--- src/rtl/serial_arith_pkg.sv ---
// Shared types and sizing helpers for the bit-serial arithmetic blocks.
package serial_arith_pkg;

    // Operation sequencer: wait for operands, shift one bit per cycle, hold result.
    typedef enum logic [1:0] {
        IDLE  = 2'd0,
        SHIFT = 2'd1,
        DONE  = 2'd2
    } state_t;

    // Default operand width and the matching bit-counter width.
    localparam int SER_WIDTH = 4;
    localparam int CNT_W     = $clog2(SER_WIDTH);

    // Counter width for an arbitrary operand width (never below one bit).
    function automatic int cnt_width(input int w);
        return (w < 2) ? 1 : $clog2(w);
    endfunction

endpackage

--- src/rtl/serial_bit_cell.sv ---
// One-bit full-adder cell; inv_b turns it into a subtract cell (a + ~b + cin).
module serial_bit_cell (
    input  logic a_bit,
    input  logic b_bit,
    input  logic cin,
    input  logic inv_b,
    output logic s,
    output logic cout
);

    logic bb;

    // Sum and majority carry of a, optionally inverted b, and carry-in.
    always_comb begin
        bb   = b_bit ^ inv_b;
        s    = a_bit ^ bb ^ cin;
        cout = (a_bit & bb) | (a_bit & cin) | (bb & cin);
    end

endmodule

--- src/rtl/serial_subtractor.sv ---
// Bit-serial two's-complement subtractor: diff = a - b - bin, LSB first,
// WIDTH cycles per operation, valid/ready on both sides.
// Optional macro SERIAL_SUBTRACTOR_ADD_MODE_EN adds an add_mode input that
// switches the operation to a + b + bin.
module serial_subtractor
    import serial_arith_pkg::*;
#(
    parameter int WIDTH = SER_WIDTH
) (
    input  logic             clk,
    input  logic             rst,
    input  logic             in_valid,
    output logic             in_ready,
    input  logic [WIDTH-1:0] a,
    input  logic [WIDTH-1:0] b,
    input  logic             bin,
`ifdef SERIAL_SUBTRACTOR_ADD_MODE_EN
    input  logic             add_mode,
`endif
    output logic             out_valid,
    input  logic             out_ready,
    output logic [WIDTH-1:0] diff,
    output logic             bout,
    output logic             overflow
);

    localparam int             CW   = cnt_width(WIDTH);
    localparam logic [CW-1:0]  LAST = CW'(WIDTH - 1);

    state_t           state, state_nxt;
    logic [WIDTH-1:0] sh_a, sh_b, diff_q;
    logic [CW-1:0]    cnt;
    logic             carry;
    logic             sub_q;     // 1 = subtract (b inverted), 0 = add
    logic             bout_q, ovf_q;
    logic             accept, last;
    logic             cell_s, cell_cout;
    logic             add_in;

`ifdef SERIAL_SUBTRACTOR_ADD_MODE_EN
    assign add_in = add_mode;
`else
    assign add_in = 1'b0;
`endif

    assign accept = in_valid && in_ready;
    assign last   = (state == SHIFT) && (cnt == LAST);

    serial_bit_cell u_cell (
        .a_bit (sh_a[0]),
        .b_bit (sh_b[0]),
        .cin   (carry),
        .inv_b (sub_q),
        .s     (cell_s),
        .cout  (cell_cout)
    );

    // State register; reset aborts any operation in flight.
    always_ff @(posedge clk) begin
        if (rst) state <= IDLE;
        else     state <= state_nxt;
    end

    // Next-state and handshake outputs.
    always_comb begin
        state_nxt = state;
        in_ready  = 1'b0;
        out_valid = 1'b0;
        case (state)
            IDLE: begin
                in_ready = 1'b1;
                if (in_valid) state_nxt = SHIFT;
            end
            SHIFT: begin
                if (cnt == LAST) state_nxt = DONE;
            end
            DONE: begin
                out_valid = 1'b1;
                if (out_ready) state_nxt = IDLE;
            end
            default: state_nxt = IDLE;
        endcase
    end

    // Operand latch, serial datapath and result flags.
    always_ff @(posedge clk) begin
        if (rst) begin
            sh_a   <= '0;
            sh_b   <= '0;
            diff_q <= '0;
            cnt    <= '0;
            carry  <= 1'b0;
            sub_q  <= 1'b1;
            bout_q <= 1'b0;
            ovf_q  <= 1'b0;
        end else if (accept) begin
            sh_a   <= a;
            sh_b   <= b;
            sub_q  <= ~add_in;
            // Subtract seeds the carry with ~bin so a + ~b + ~bin = a - b - bin.
            carry  <= add_in ? bin : ~bin;
            diff_q <= '0;
            cnt    <= '0;
            bout_q <= 1'b0;
            ovf_q  <= 1'b0;
        end else if (state == SHIFT) begin
            diff_q <= {cell_s, diff_q[WIDTH-1:1]};
            sh_a   <= sh_a >> 1;
            sh_b   <= sh_b >> 1;
            carry  <= cell_cout;
            cnt    <= cnt + 1'b1;
            if (last) begin
                // sh_a[0]/sh_b[0] hold the latched operand sign bits here,
                // and cell_s is the result sign bit.
                bout_q <= sub_q ? ~cell_cout : cell_cout;
                ovf_q  <= ((sh_a[0] ^ sh_b[0]) == sub_q) && (cell_s != sh_a[0]);
            end
        end
    end

    assign diff     = diff_q;
    assign bout     = bout_q;
    assign overflow = ovf_q;

endmodule

--- config.mk ---
export PLATFORM = sky130hd
export DESIGN_NAME = serial_subtractor
export DESIGN_NICKNAME = d
export VERILOG_FILES = /design/src/rtl/serial_arith_pkg.sv /design/src/rtl/serial_bit_cell.sv /design/src/rtl/serial_subtractor.sv
export SDC_FILE = /design/constraint.sdc
export NUM_CORES = 1
export LEC_CHECK = 0
export CORE_ASPECT_RATIO = 0.6
export CORE_MARGIN = 3
export CORE_UTILIZATION = 35
export CTS_CLUSTER_SIZE = 16
export DETAILED_ROUTE_END_ITERATION = 12
export SLEW_MARGIN = 20
export SYNTH_ARGS = -nofsm -noshare
export SYNTH_HDL_FRONTEND = slang
export SYNTH_SLANG_ARGS = --single-unit
--- constraint.sdc ---
create_clock -name clk -period 3.7 [get_ports clk]
set_clock_uncertainty 0.2 [all_clocks]
set_input_delay 0.37 -clock clk [delete_from_list [all_inputs] [get_ports clk]]
set_output_delay 0.37 -clock clk [all_outputs]
set_load 0.005 [all_outputs]
==> key figures, run 1 <==
Clock tree
  • CTS tree: done
  • Clk_lat worst skew: 0.26 ns
  • # resized after CTS: 0
  • Htree depth: 1
  • Inserted Clock Buffers: 3
  • Hold Buf Count CTS: 0
  • Worst-path clk slew: approximately 0.070 ns
  • Maximum root-to-sink buffer count: 2
  • CTS Root Cell: clkbuf_8
  • # Post-CTS Setup Buffers: 0
  • Clock sink count: 19

STA
  • Final hold vios: 0
  • Period utilization: 0.571
  • Final Max Tran Viols: 0
  • Final Critical Period: 2.11 ns
  • Slew headroom: 0.671
  • RSZ-0062 raised after global routing: no
  • Worst Setup Slack, final: around 1.6 ns
  • Aggregate negative setup slack: 0 ns
  • Fmax: between 400 and 500 MHz
  • Setup violators final: 0
  • Worst-margin pin slew: about 0.49 ns

Job
  • Max Cap Violations: 0

Synthesis
  • Cells after Synth: 103
  • Register area share after synthesis: 0.420
  • Syn Area/Cell: between 8 and 9 sq um
  • Syn Nets: roughly 120
  • Post-synth cell types: 29
  • Seq cells post-synth: 19
  • Synth warn: 0
  • Cell area after synthesis: about 900 sq um

Layout
  • Layout cells sized above 1: 0.0583
  • Final #Nets: 137
  • Fill cell count: 227
  • Layout area overhead: 24.6%
  • Most frequent cells in the layout: 20 x clkdlybuf4s50_1, 19 x dfxtp_1, 17 x nand2_1, 15 x a21oi_1, 11 x nor2_1
  • Multi-input gate area: 450 sq um
  • Storage element area: between 300 and 400 sq um
  • Commonest non-fill, non-tap cell in the layout: clkdlybuf4s50_1
  • Antenna cell count: 0

Route
  • DRC: 0
  • Vias: 760
  • Pre-antenna DRT Iters: 5
  • Drt initial violations: between 50 and 60
  • Drt wl/cell: approximately 12 um
  • Detailed Route WL: between 1.5 and 2 mm
  • Post-DRT Antenna Nets: 0
  • Via/cell ratio: between 5 and 6

Floorplanning
  • Die Area: about 3300 sq um
  • Num rows: 13
  • Ports: 21
  • Chip height: about 45 um
  • Die Wd: between 70 and 80 um
  • Core area: approximately 2300 sq um
  • Initial Util: 0.392

Power and ir drop
  • Power per cell area: about 400 nW/um^2
  • Clock Power Share: 0.328
  • Internal Pwr Total: 332 uW
  • Leakage power: between 0.4 and 0.5 nW
  • Sequential share of power: 0.510
  • Sw Ratio: 0.255
  • P_sw: ~110 uW
  • Max IR drop VDD: between 0.0002 and 0.00025 V
  • Comb power frac: 0.163

Worst setup path
  • CP Launch Type: register
  • R2R Setup Slk: between 1.5 and 2 ns
  • RR Startpoint: sh_b[0]
  • CP Capture Type: output pin
  • Crit path required time: approximately 3.1 ns
  • CP arrival: between 1.5 and 2 ns
  • CP Class: reg -> out
  • RR Endpoint: overflow
  • CP max FO: 10
  • Reg2reg path depth: 5

Min path
  • Worst Min Path Start: overflow
  • Worst hold-check path type: reg -> reg
  • Hold Path Sink: overflow
  • Worst Hold Path Cells: 2

GRT
  • Largest net degree at the start of global routing: 14
  • Congestion Overflow GR: 0
  • Initial antenna violation count: 0
  • First-pass GRT wire length: 3.29 mm
  • Vias in the first global route: 718
  • Overall Global Routing Usage: 0.135

Placement
  • Setup Slack @ Placement: about 1.6 ns
  • Placer Congestion: approximately 0.78
  • Input/output buffers: 20
  • Final HPWL DP: around 1.4 mm

Status
  • Status: complete, no violations
-- power by group through the flow --
stage          registers, mW  clock network, mW  logic, mW
4_1_cts                0.227              0.149     0.0730
6_report               0.227              0.146     0.0724
3_5_place_dp           0.232                  0     0.0726
3_3_place_gp           0.231                  0     0.0719
5_1_grt                0.229              0.163     0.0818
2_1_floorplan          0.227                  0     0.0562
-- cell families after synthesis --
family                     Yosys count  synth area share
and+or+nand+nor                     40             0.227
AOI/OAI and AO/OA                   27             0.191
xor gates and xnor gates             2            0.0193
muxes                                1            0.0111
DFF                                 19             0.420
buffers and inverters               11            0.0829
adders and majority gates            3            0.0497
-- critical path, stage by stage (launching register included) --
cell and delay, ns:
dfxtp_1 0.54, nor2b_1 0.22, clkdlybuf4s50_1 0.52
-- cells in the mapped netlist, drive strengths merged --
| cell type | instances | share of area |
|---|---|---|
| a211oi | 6 | 0.050 |
| nand3b | 1 | 0.0083 |
| o21ba | 1 | 0.011 |
| a21oi | 15 | 0.083 |
| mux2i | 1 | 0.011 |
| a31oi | 1 | 0.0069 |
| xnor2 | 2 | 0.019 |
| o21a | 1 | 0.0083 |
| fa | 1 | 0.022 |
| nor3b | 1 | 0.021 |
| buf | 6 | 0.062 |
| o221a | 1 | 0.012 |
| a22o | 1 | 0.0097 |
| dfxtp | 19 | 0.42 |
| ha | 2 | 0.028 |
| nor2 | 11 | 0.046 |
| nor2b | 1 | 0.0069 |
| nand2 | 17 | 0.070 |
| or3b | 1 | 0.0097 |
| or2b | 2 | 0.017 |
| clkbuf | 1 | 0.0041 |
| inv | 4 | 0.017 |
| a311oi | 1 | 0.0097 |
| nand3 | 2 | 0.011 |
| and2b | 1 | 0.0083 |
| or3 | 1 | 0.0069 |
| nand2b | 2 | 0.022 |
-- sequential cells by signal (all words and copies together), names as in the netlist --
signal    flops
bout          1
carry         1
cnt           2
diff          4
overflow      1
sh_a          4
sh_b          4
state         2
-- cell type report --
class,count,area share
inverter,4,0.0133
clock buffer,4,0.0399
multi-input combinational,73,0.399
sequential,19,0.337
timing repair buffer,20,0.177
tap,30,0.0333
-- worst max-delay path by stage --
| stage | startpoint | end | slack (ns) | cells after the start |
|---|---|---|---|---|
| after floorplan | sh_b[0] | overflow | 2.04 | 5 |
| after global placement | in_valid | bout | 1.67 | 4 |
| after detailed placement | in_valid | bout | 1.63 | 4 |
| after CTS | state[1] | out_valid | 1.59 | 2 |
| after global routing | state[1] | out_valid | 1.49 | 2 |
| final | state[1] | out_valid | 1.59 | 2 |
-- through the flow --
stage / util / power (mW) / cells / hold slack (ns) / instance area [sq um]
after floorplan: - / 0.283 / 103 / 0.237 / 906
after global placement: 0.469 / 0.303 / 146 / 0.245 / 1080
after detailed placement: 0.469 / 0.304 / 146 / 0.252 / 1080
after CTS: 0.489 / 0.449 / 150 / 0.263 / 1130
after global routing: 0.489 / 0.473 / 150 / 0.288 / 1130
final: 0.489 / 0.445 / 150 / 0.257 / 1130
-- per-layer routing --
metal / track usage / part of all wire
met3: 0.0529 / 0.056
met5: 0 / 0
met1: 0.173 / 0.51
met4: 0.0412 / 0.0091
met2: 0.212 / 0.43
Note: power is estimated with default switching activity, not from simulation.
==> inputs of run 2 (changes only) <==
Clock period 3.7 ns to 2.05 ns, I/O delays scaled along.
==> run 2 against run 1 <==
Clock power increased by 73%. Cell count increased by 1.3%. Total power is 78% higher. Non-clock buffer count is 2 higher. Worst setup slack got worse by 1.5 ns. Critical endpoint unchanged. Largest power group unchanged.
==> key figures, run 2 (same netlist as run 1, synthesis figures left out) <==
Layout
  • Multi-input gate area: about 450 sq um
  • Layout area overhead: 26.2%
  • Antenna cell count: 0
  • Commonest non-fill, non-tap cell in the layout: clkdlybuf4s50_1
  • Fin cells: about 150
  • Layout cells sized above 1: 0.0738
  • Fill cell count: 234
  • Final #Nets: 139
  • Storage element area: between 300 and 400 sq um
  • Most frequent cells in the layout: 20 x clkdlybuf4s50_1, 19 x dfxtp_1, 17 x nand2_1, 15 x a21oi_1, 11 x nor2_1

STA
  • Setup violators final: 0
  • Fmax: 517 MHz
  • Worst-margin pin slew: about 0.45 ns
  • Aggregate negative setup slack: 0 ns
  • Final Critical Period: between 1.5 and 2 ns
  • Final hold vios: 0
  • RSZ-0062 raised after global routing: no
  • Final Max Tran Viols: 0
  • Period utilization: 0.944
  • Slew headroom: 0.697

Power and ir drop
  • Final total power: ~790 uW
  • Leakage power: approximately 0.41 nW
  • Power per cell area: roughly 690 nW/um^2
  • Max IR drop VDD: between 0.0003 and 0.0004 V

Floorplanning
  • Die Area: between 3000 and 4000 sq um
  • Num rows: 13
  • Chip height: ~45 um
  • Die Wd: around 72 um
  • Initial Util: 0.392
  • Core area: 2310 sq um
  • Ports: 21

Route
  • Post-DRT Antenna Nets: 0
  • Drt wl/cell: about 12 um
  • Pre-antenna DRT Iters: 4
  • Vias: about 750
  • Drt initial violations: 42
  • Detailed Route WL: 1.75 mm
  • Via/cell ratio: around 5
  • DRC: 0

Clock tree
  • # Post-CTS Setup Buffers: 0
  • CTS Root Cell: clkbuf_8
  • Hold Buf Count CTS: 0
  • Clk_lat worst skew: 0.25 ns
  • Htree depth: 1
  • CTS tree: done
  • Inserted Clock Buffers: 3
  • # resized after CTS: 0
  • Worst-path clk slew: about 0.07 ns
  • Maximum root-to-sink buffer count: 2
  • Clock sink count: 19

Worst setup path
  • Crit path required time: 1.64 ns
  • CP Capture Type: output pin
  • CP delay by family, top: flip-flops
  • Max stage delay on crit path: 0.53 ns
  • CP cell instances: nor2b_1 > clkdlybuf4s50_1
  • CP Class: reg -> out
  • CP max FO: 10
  • CP arrival: between 1.5 and 2 ns
  • CP bufs+invs: 1
  • CP Launch Type: register
  • Slowest CP cell: dfxtp_1

Placement
  • Cells after DPL: around 150
  • Final HPWL DP: 1.31 mm
  • Placer Congestion: 0.751
  • Input/output buffers: 20

GRT
  • Overall Global Routing Usage: 0.124
  • Vias in the first global route: slightly above 700
  • First-pass GRT wire length: 3.11 mm
  • Congestion Overflow GR: 0
  • Largest net degree at the start of global routing: 14
  • Initial antenna violation count: 0

Job
  • Max Cap Violations: 0

Status
  • Status: complete, no violations

Min path
  • Worst hold-check path type: reg -> reg
-- run 2: power by group --
| part | internal, mW | total, mW | switching, mW |
|---|---|---|---|
| clock network | 0.138 | 0.252 | 0.114 |
| registers | 0.390 | 0.409 | 0.0189 |
| logic | 0.0730 | 0.133 | 0.0604 |
| total | 0.601 | 0.794 | 0.193 |
-- run 2: cell type report --
class	count	area share
timing repair buffer	22	0.188
tap	30	0.0328
inverter	4	0.0131
multi-input combinational	73	0.394
sequential	19	0.333
clock buffer	4	0.0394
-- run 2: final timing paths --
check | from | end | slack (ns) | cells past startpoint
max | state[1] | out_valid | 0.12 | 2
min | sh_b[2] | sh_b[1] | 0.25 | 2
max reg2reg | sh_b[0] | overflow | 0.32 | 5
min reg2reg | sh_b[2] | sh_b[1] | 0.25 | 2
-- run 2: per-stage QoR --
stage	area (sq um)	setup WS [ns]	util	hold WS, ns
2_1_floorplan	906	0.394	-	0.141
6_report	1140	0.115	0.495	0.255
4_1_cts	1140	0.0878	0.495	0.259
3_5_place_dp	1100	0.252	0.476	0.249
3_3_place_gp	1100	0.272	0.476	0.246
5_1_grt	1140	0.00710	0.495	0.282
-- run 2: tightest hold or removal path, delay by kind of cell, from the launching register on --
kind	cells	cell delay (ns)
DFF	1	0.31
and+or+nand+nor	1	0.05
AOI/OAI and AO/OA	1	0.05
-- run 2: per-layer routing --
layer	up-vias	wire length [um]	global-route usage
met5	-	0	0
met4	0	8	0.0337
met3	2	93	0.0419
met2	13	724	0.186
met1	343	922	0.171
li1	388	-	-
